### config.mk
export PLATFORM = sky130hd
export DESIGN_NAME = fifo_ctrl
export DESIGN_NICKNAME = d
export VERILOG_FILES = /design/src/rtl/fifo_pkg.sv /design/src/rtl/fifo_ptr.sv /design/src/rtl/fifo_ctrl.sv
export SDC_FILE = /design/constraint.sdc
export NUM_CORES = 1
export LEC_CHECK = 0
export BUFFER_PORTS_ARGS = -buffer_cell sky130_fd_sc_hd__buf_2
export CAP_MARGIN = 40
export CORE_UTILIZATION = 59
export CTS_CLUSTER_SIZE = 30
export DETAILED_ROUTE_END_ITERATION = 12
export HOLD_SLACK_MARGIN = 0.05
export PLACE_DENSITY = 0.85
export SLEW_MARGIN = 25
export SYNTH_ARGS = -nofsm -noshare
export SYNTH_HDL_FRONTEND = slang
export SYNTH_HIERARCHICAL = 1
export SYNTH_SLANG_ARGS = --single-unit
### constraint.sdc
create_clock -name CLK -period 9.2 [get_ports CLK]
set_input_delay 0 -clock CLK [delete_from_list [all_inputs] [get_ports CLK]]
set_output_delay 0 -clock CLK [all_outputs]
set_load 0.05 [all_outputs]
### src/rtl/fifo_pkg.sv
// Shared definitions for the FIFO pointer/flag controller.
// Holds the controller state encoding, default geometry and threshold values,
// and a helper that turns an address width into a FIFO depth.
package fifo_pkg;

  localparam int unsigned ADDR_W_DEF = 8;
  localparam int unsigned DEPTH_DEF  = 2 ** ADDR_W_DEF;
  localparam int unsigned AF_LVL_DEF = 252;
  localparam int unsigned AE_LVL_DEF = 4;

  typedef enum logic [1:0] {
    S_EMPTY = 2'd0,
    S_PART  = 2'd1,
    S_FULL  = 2'd2,
    S_FLUSH = 2'd3
  } state_t;

  // Depth of a FIFO addressed by aw bits.
  function automatic int unsigned depth_of(input int unsigned aw);
    return 2 ** aw;
  endfunction

endpackage

### src/rtl/fifo_ptr.sv
// Wrapping FIFO address pointer.
// Ports:
//   clk_i   clock
//   clr_i   asynchronous active-high clear
//   ce_i    advance the pointer by one (wraps modulo 2**ADDR_W)
//   sclr_i  synchronous clear, takes priority over ce_i
//   ptr_o   current pointer value
module fifo_ptr
  import fifo_pkg::*;
#(
  parameter int unsigned ADDR_W = ADDR_W_DEF
) (
  input  logic              clk_i,
  input  logic              clr_i,
  input  logic              ce_i,
  input  logic              sclr_i,
  output logic [ADDR_W-1:0] ptr_o
);

  logic [ADDR_W-1:0] ptr_q;
  logic [ADDR_W-1:0] ptr_d;

  // Next pointer: clear beats advance; natural overflow gives the wrap.
  always_comb begin
    ptr_d = ptr_q;
    if (sclr_i) begin
      ptr_d = '0;
    end else if (ce_i) begin
      ptr_d = ptr_q + ADDR_W'(1);
    end
  end

  always_ff @(posedge clk_i or posedge clr_i) begin
    if (clr_i) begin
      ptr_q <= '0;
    end else begin
      ptr_q <= ptr_d;
    end
  end

  assign ptr_o = ptr_q;

endmodule

### src/rtl/fifo_ctrl.sv
// Pointer and flag controller for the FIFO_mix buffer.
// Gates producer/consumer requests into RAM strobes, steps the write/read
// pointers and keeps occupancy plus full/empty/almost/sticky-error flags.
// Ports:
//   CLK, CLR            clock, asynchronous active-high reset
//   WR_REQ, RD_REQ      producer / consumer requests
//   FLUSH               synchronous flush pulse (beats every request)
//   ERR_CLR             clears OVF/UDF (a same-cycle set wins)
//   WR_EN, RD_EN        accepted write/read strobes (combinational)
//   WR_ADDR, RD_ADDR    current pointers
//   LEVEL               occupancy 0..2**ADDR_W
//   FULL, EMPTY, AFULL, AEMPTY, OVF, UDF   registered flags
module fifo_ctrl
  import fifo_pkg::*;
#(
  parameter int unsigned ADDR_W = ADDR_W_DEF,
  parameter int unsigned AF_LVL = AF_LVL_DEF,
  parameter int unsigned AE_LVL = AE_LVL_DEF
) (
  input  logic              CLK,
  input  logic              CLR,
  input  logic              WR_REQ,
  input  logic              RD_REQ,
  input  logic              FLUSH,
  input  logic              ERR_CLR,
  output logic              WR_EN,
  output logic              RD_EN,
  output logic [ADDR_W-1:0] WR_ADDR,
  output logic [ADDR_W-1:0] RD_ADDR,
  output logic [ADDR_W:0]   LEVEL,
  output logic              FULL,
  output logic              EMPTY,
  output logic              AFULL,
  output logic              AEMPTY,
  output logic              OVF,
  output logic              UDF
);

  localparam int unsigned LVL_W = ADDR_W + 1;
  localparam int unsigned DEPTH = depth_of(ADDR_W);

  state_t           state_q, state_d;
  logic [LVL_W-1:0] level_q, level_d;
  logic             full_q, full_d;
  logic             empty_q, empty_d;
  logic             afull_q, afull_d;
  logic             aempty_q, aempty_d;
  logic             ovf_q, ovf_d;
  logic             udf_q, udf_d;
  logic             in_flush_c;
  logic             wr_en_c;
  logic             rd_en_c;

  // Strobes come from registered flags, so no request can fall through.
  assign in_flush_c = (state_q == S_FLUSH);
  assign wr_en_c    = WR_REQ & ~full_q  & ~FLUSH & ~in_flush_c;
  assign rd_en_c    = RD_REQ & ~empty_q & ~FLUSH & ~in_flush_c;

  // Next state, occupancy and flags; full/empty follow LEVEL, never pointers.
  always_comb begin
    state_d = state_q;
    level_d = level_q;

    if (FLUSH) begin
      state_d = S_FLUSH;
      level_d = '0;
    end else begin
      case (state_q)
        S_FLUSH: begin
          state_d = S_EMPTY;
          level_d = '0;
        end
        default: begin
          case ({wr_en_c, rd_en_c})
            2'b10:   level_d = level_q + LVL_W'(1);
            2'b01:   level_d = level_q - LVL_W'(1);
            default: level_d = level_q;
          endcase
          if (level_d == '0) begin
            state_d = S_EMPTY;
          end else if (level_d == LVL_W'(DEPTH)) begin
            state_d = S_FULL;
          end else begin
            state_d = S_PART;
          end
        end
      endcase
    end

    full_d   = (state_d == S_FULL);
    empty_d  = (state_d == S_EMPTY) || (state_d == S_FLUSH);
    afull_d  = (level_d >= LVL_W'(AF_LVL));
    aempty_d = (level_d <= LVL_W'(AE_LVL));

    // Requests dropped by a flush never count as errors.
    ovf_d = (WR_REQ & full_q & ~FLUSH) | (ovf_q & ~ERR_CLR);
    udf_d = (RD_REQ & empty_q & ~FLUSH & ~in_flush_c) | (udf_q & ~ERR_CLR);
  end

  always_ff @(posedge CLK or posedge CLR) begin
    if (CLR) begin
      state_q  <= S_EMPTY;
      level_q  <= '0;
      full_q   <= 1'b0;
      empty_q  <= 1'b1;
      afull_q  <= 1'b0;
      aempty_q <= 1'b1;
      ovf_q    <= 1'b0;
      udf_q    <= 1'b0;
    end else begin
      state_q  <= state_d;
      level_q  <= level_d;
      full_q   <= full_d;
      empty_q  <= empty_d;
      afull_q  <= afull_d;
      aempty_q <= aempty_d;
      ovf_q    <= ovf_d;
      udf_q    <= udf_d;
    end
  end

  fifo_ptr #(.ADDR_W(ADDR_W)) u_wr_ptr (
    .clk_i  (CLK),
    .clr_i  (CLR),
    .ce_i   (wr_en_c),
    .sclr_i (FLUSH),
    .ptr_o  (WR_ADDR)
  );

  fifo_ptr #(.ADDR_W(ADDR_W)) u_rd_ptr (
    .clk_i  (CLK),
    .clr_i  (CLR),
    .ce_i   (rd_en_c),
    .sclr_i (FLUSH),
    .ptr_o  (RD_ADDR)
  );

  assign WR_EN  = wr_en_c;
  assign RD_EN  = rd_en_c;
  assign LEVEL  = level_q;
  assign FULL   = full_q;
  assign EMPTY  = empty_q;
  assign AFULL  = afull_q;
  assign AEMPTY = aempty_q;
  assign OVF    = ovf_q;
  assign UDF    = udf_q;

endmodule

==> PnR_summary.wiki <==
{| class="wikitable"
! Metric !! Value
|-
| Sum of overflow across all layers after global routing || 0
|-
| Core utilization of the finished layout || 0.728
|-
| Wire length per cell after detailed routing || 15.0 um
|-
| Distinct cells, synth || 49
|-
| Max-cap violation count || 0
|-
| Yosys top cell area share || 0.392
|-
| Startpoint of the lowest-slack hold path || FLUSH
|-
| Setup slack on the worst flop-to-flop path || 4.95 ns
|-
| End of the worst hold path || u_rd_ptr/ptr_o[1]
|-
| Depth of the most critical reg-to-reg path || 14
|-
| Max Fanout on Critical Path || 12
|-
| Total design power || about 340 uW
|-
| Type of destination of the critical path || flop
|-
| Buffer levels on the longest clock path || 2
|-
| Share of final-layout standard cells stronger than drive strength 1 || 0.222
|-
| Period utilization || 0.462
|-
| Status || completed
|-
| Wire length of the first global-routing pass || 7000 um
|-
| Number of setup violations in the final report || 0
|-
| Clock latency reported for the late side of the worst-skew pair || 0.34 ns
|-
| Clk Tree Root Cell || sky130_fd_sc_hd__clkbuf_4
|-
| Signal arrival time at the worst endpoint || 4.52 ns
|-
| Yosys warning count || 6
|-
| CTS HTree Levels || 2
|-
| Pre-Repair DR Iteration Count || 4
|-
| Via count of the first global-routing pass || between 1500 and 2000
|-
| Count of input and output buffers || 38
|-
| Slew Limit Headroom || 0.556
|-
| Prevailing post-synth register cell || sky130_fd_sc_hd__dfrtp_1
|-
| Async set-or-reset flop fraction in the synthesized netlist || 1.00
|-
| Register bit total from synthesis || 33
|-
| Number of remaining DRC errors || 0
|-
| Antenna cell count || 0
|-
| RSZ-0062 raised after global routing || no
|-
| Post-DR vias/cell || 5.81
|-
| Transition time at the pin with the least slew margin || 0.663 ns
|-
| Layout area overhead || 15.2%
|-
| Worst Path Required || 9.48 ns
|-
| Time the worst path needs with I/O delays and setup || 4.25 ns
|-
| Leakage component of the power || roughly 1.1 nW
|-
| Antenna violations before repair || 0
|-
| Type of element launching the critical path || flop
|-
| Clock tree from TritonCTS || done
|-
| CTS Buf Count || 5
|-
| Number of endpoints with negative hold slack in the final report || 0
|-
| Class of the most critical hold timing path || in -> reg
|-
| Achievable clock frequency || 235 MHz
|-
| Worst Clk Skew || between 0.008 and 0.009 ns
|-
| Die extent in x || 59.9 um
|-
| Overall via count from detail_route || about 1700
|-
| Routed wire length || 4390 um
|-
| Clk sinks || 33
|-
| Count of flip-flops with a built-in enable after synthesis || 0
|-
| Critical register-to-register path startpoint || state_q[0]
|-
| Number of nets in the layout || around 270
|-
| Total nets after synthesis || 222
|-
| Effective utilization at floorplan || 0.632
|-
| Synthesized cell area || 1980 um2
|-
| Largest net degree at the start of global routing || 23
|-
| Cell taking the most area after synthesis || sky130_fd_sc_hd__dfrtp_1
|-
| Hpwl dp || 3130 um
|-
| Final count of pins violating max slew || 0
|-
| Crit Reg-Reg Endpoint || EMPTY
|-
| Total die area || 3590 um2
|-
| Fillers || about 240
|-
| Total Negative Setup Slacks || 0 ns
|-
| Residual antenna-violating net count after detailed routing || 0
|-
| Total global-route track usage || 0.270
|-
| Most common cell after layout, fill and taps aside || sky130_fd_sc_hd__buf_2
|-
| Maximum vdd drop || between 90 and 100 uV
|-
| Detailed Route Iter0 Violations || 102
|-
| Post-synthesis area per instance || 9.70 um2
|-
| Proportion of synthesized chip area in sequential cells || 0.419
|-
| Worst-path clk slew || 0.11 ns
|-
| Final weighted congestion in routability-driven placement || 0.972
|-
| Num ports || 39
|-
| Cell count after synthesis || between 200 and 250
|-
| Cells taking the most area after synthesis || sky130_fd_sc_hd__dfrtp_1, sky130_fd_sc_hd__ha_1, sky130_fd_sc_hd__nor2_1
|-
| Most used cells in the layout excluding fill and tap cells || sky130_fd_sc_hd__buf_2, sky130_fd_sc_hd__dfrtp_1, sky130_fd_sc_hd__nor2_1
|-
| Floorplan die height || ~60 um
|-
| Post-CTS setup repair buffer count || 0
|-
| Power Density || 151 nW/um2
|-
| Core Box Area || between 3000 and 4000 um2
|-
| Number of placement rows || 20
|-
| Worst hold path cell count || 2
|-
| WS Path Type || reg -> reg
|}
-- critical path, cell delays in order, from the launching register on --
cell	delay [ns]
sky130_fd_sc_hd__dfrtp_1	0.39
sky130_fd_sc_hd__nand2_1	0.14
sky130_fd_sc_hd__inv_1	0.09
sky130_fd_sc_hd__nor2_1	0.20
sky130_fd_sc_hd__nand2_1	0.08
sky130_fd_sc_hd__nor2_1	0.51
sky130_fd_sc_hd__ha_1	0.54
sky130_fd_sc_hd__ha_1	0.38
sky130_fd_sc_hd__a21oi_1	0.22
sky130_fd_sc_hd__o21ai_0	0.14
sky130_fd_sc_hd__a211o_1	0.32
sky130_fd_sc_hd__a311oi_1	0.33
sky130_fd_sc_hd__o2111ai_1	0.23
sky130_fd_sc_hd__o31ai_2	0.33
sky130_fd_sc_hd__ha_1	0.29
-- sequential cells by signal (all words and copies together), names as in the netlist --
| name | flops |
|---|---|
| state_q | 2 |
| u_wr_ptr/ptr_o | 8 |
| FULL | 1 |
| EMPTY | 1 |
| AFULL | 1 |
| UDF | 1 |
| u_rd_ptr/ptr_o | 8 |
| LEVEL | 9 |
| OVF | 1 |
| AEMPTY | 1 |
-- per-stage QoR --
step / instances / setup slack [ns] / hold WS, ns / instance area (um2)
after floorplan: 204 / 5.31 / -0.184 / 1980
after global placement: 279 / 5.32 / -0.0167 / 2170
after detailed placement: 279 / 5.15 / -0.0192 / 2170
after CTS: 292 / 5.11 / 0.0820 / 2280
after global routing: 292 / 4.71 / 0.0978 / 2280
final: 292 / 4.95 / 0.0846 / 2280
-- worst max path at each step --
stage / from / slack, ns / to / depth (start not counted)
6_report: state_q[0] / 4.95 / EMPTY / 14
2_1_floorplan: state_q[0] / 5.31 / EMPTY / 14
3_3_place_gp: state_q[0] / 5.32 / EMPTY / 14
5_1_grt: state_q[0] / 4.71 / EMPTY / 14
3_5_place_dp: state_q[0] / 5.15 / EMPTY / 14
4_1_cts: state_q[0] / 5.11 / EMPTY / 14
-- layer usage --
metal	global-route usage	vias to the layer above	wire, um
met1	0.349	807	1900
met2	0.441	55	2180
met4	0.0963	0	72
met5	0	-	0
li1	-	827	-
met3	0.0649	8	234
-- cells by family (layout without fill, tap and decap cells) --
family,Yosys count,in the layout,synth area share
buf+inv,18,62,0.0462
flops,33,33,0.419
xor+xnor,13,13,0.0614
mux,4,4,0.0202
compound gates,52,52,0.197
simple gates,72,72,0.177
fa+ha+maj,12,12,0.0797
-- Yosys cell counts, types with 2 or more instances --
master and n:
sky130_fd_sc_hd__a21o_1 3, sky130_fd_sc_hd__a21oi_1 16, sky130_fd_sc_hd__a32o_1 2, sky130_fd_sc_hd__and2_1 2, sky130_fd_sc_hd__buf_4 4, sky130_fd_sc_hd__dfrtp_1 31, sky130_fd_sc_hd__dfstp_2 2, sky130_fd_sc_hd__ha_1 11
sky130_fd_sc_hd__inv_1 10, sky130_fd_sc_hd__mux2i_1 4, sky130_fd_sc_hd__nand2_1 19, sky130_fd_sc_hd__nand3_1 7, sky130_fd_sc_hd__nand3b_1 3, sky130_fd_sc_hd__nand4_1 4, sky130_fd_sc_hd__nor2_1 22, sky130_fd_sc_hd__nor2b_1 2
sky130_fd_sc_hd__o2111ai_4 2, sky130_fd_sc_hd__o21ai_0 11, sky130_fd_sc_hd__o31ai_1 2, sky130_fd_sc_hd__o41ai_1 2, sky130_fd_sc_hd__or3_1 7, sky130_fd_sc_hd__xnor2_1 4, sky130_fd_sc_hd__xor2_1 8
-- what timing repair did --
item / in CTS / in global routing
resized for setup: 0 / 0
endpoints found under the hold margin: 33 / 0
hold buffers: 5 / 0
-- layout make-up --
cell class	count	area (um2)	share of cell area
timing repair buffer	43	240	0.105
inverter	11	41.3	0.0181
clock inverter	3	17.5	0.00769
clock buffer	5	37.5	0.0165
multi-input combinational	153	1060	0.465
tap	44	55.1	0.0242
sequential	33	828	0.364
-- power breakdown --
part / switching [mW] / internal (mW) / leakage (nW)
clock network: 0.0507 / 0.0287 / 0.0310
logic: 0.0724 / 0.0300 / 0.650
registers: 0.00851 / 0.155 / 0.446
total: 0.132 / 0.213 / 1.13
(Power assumes the default switching activity.)
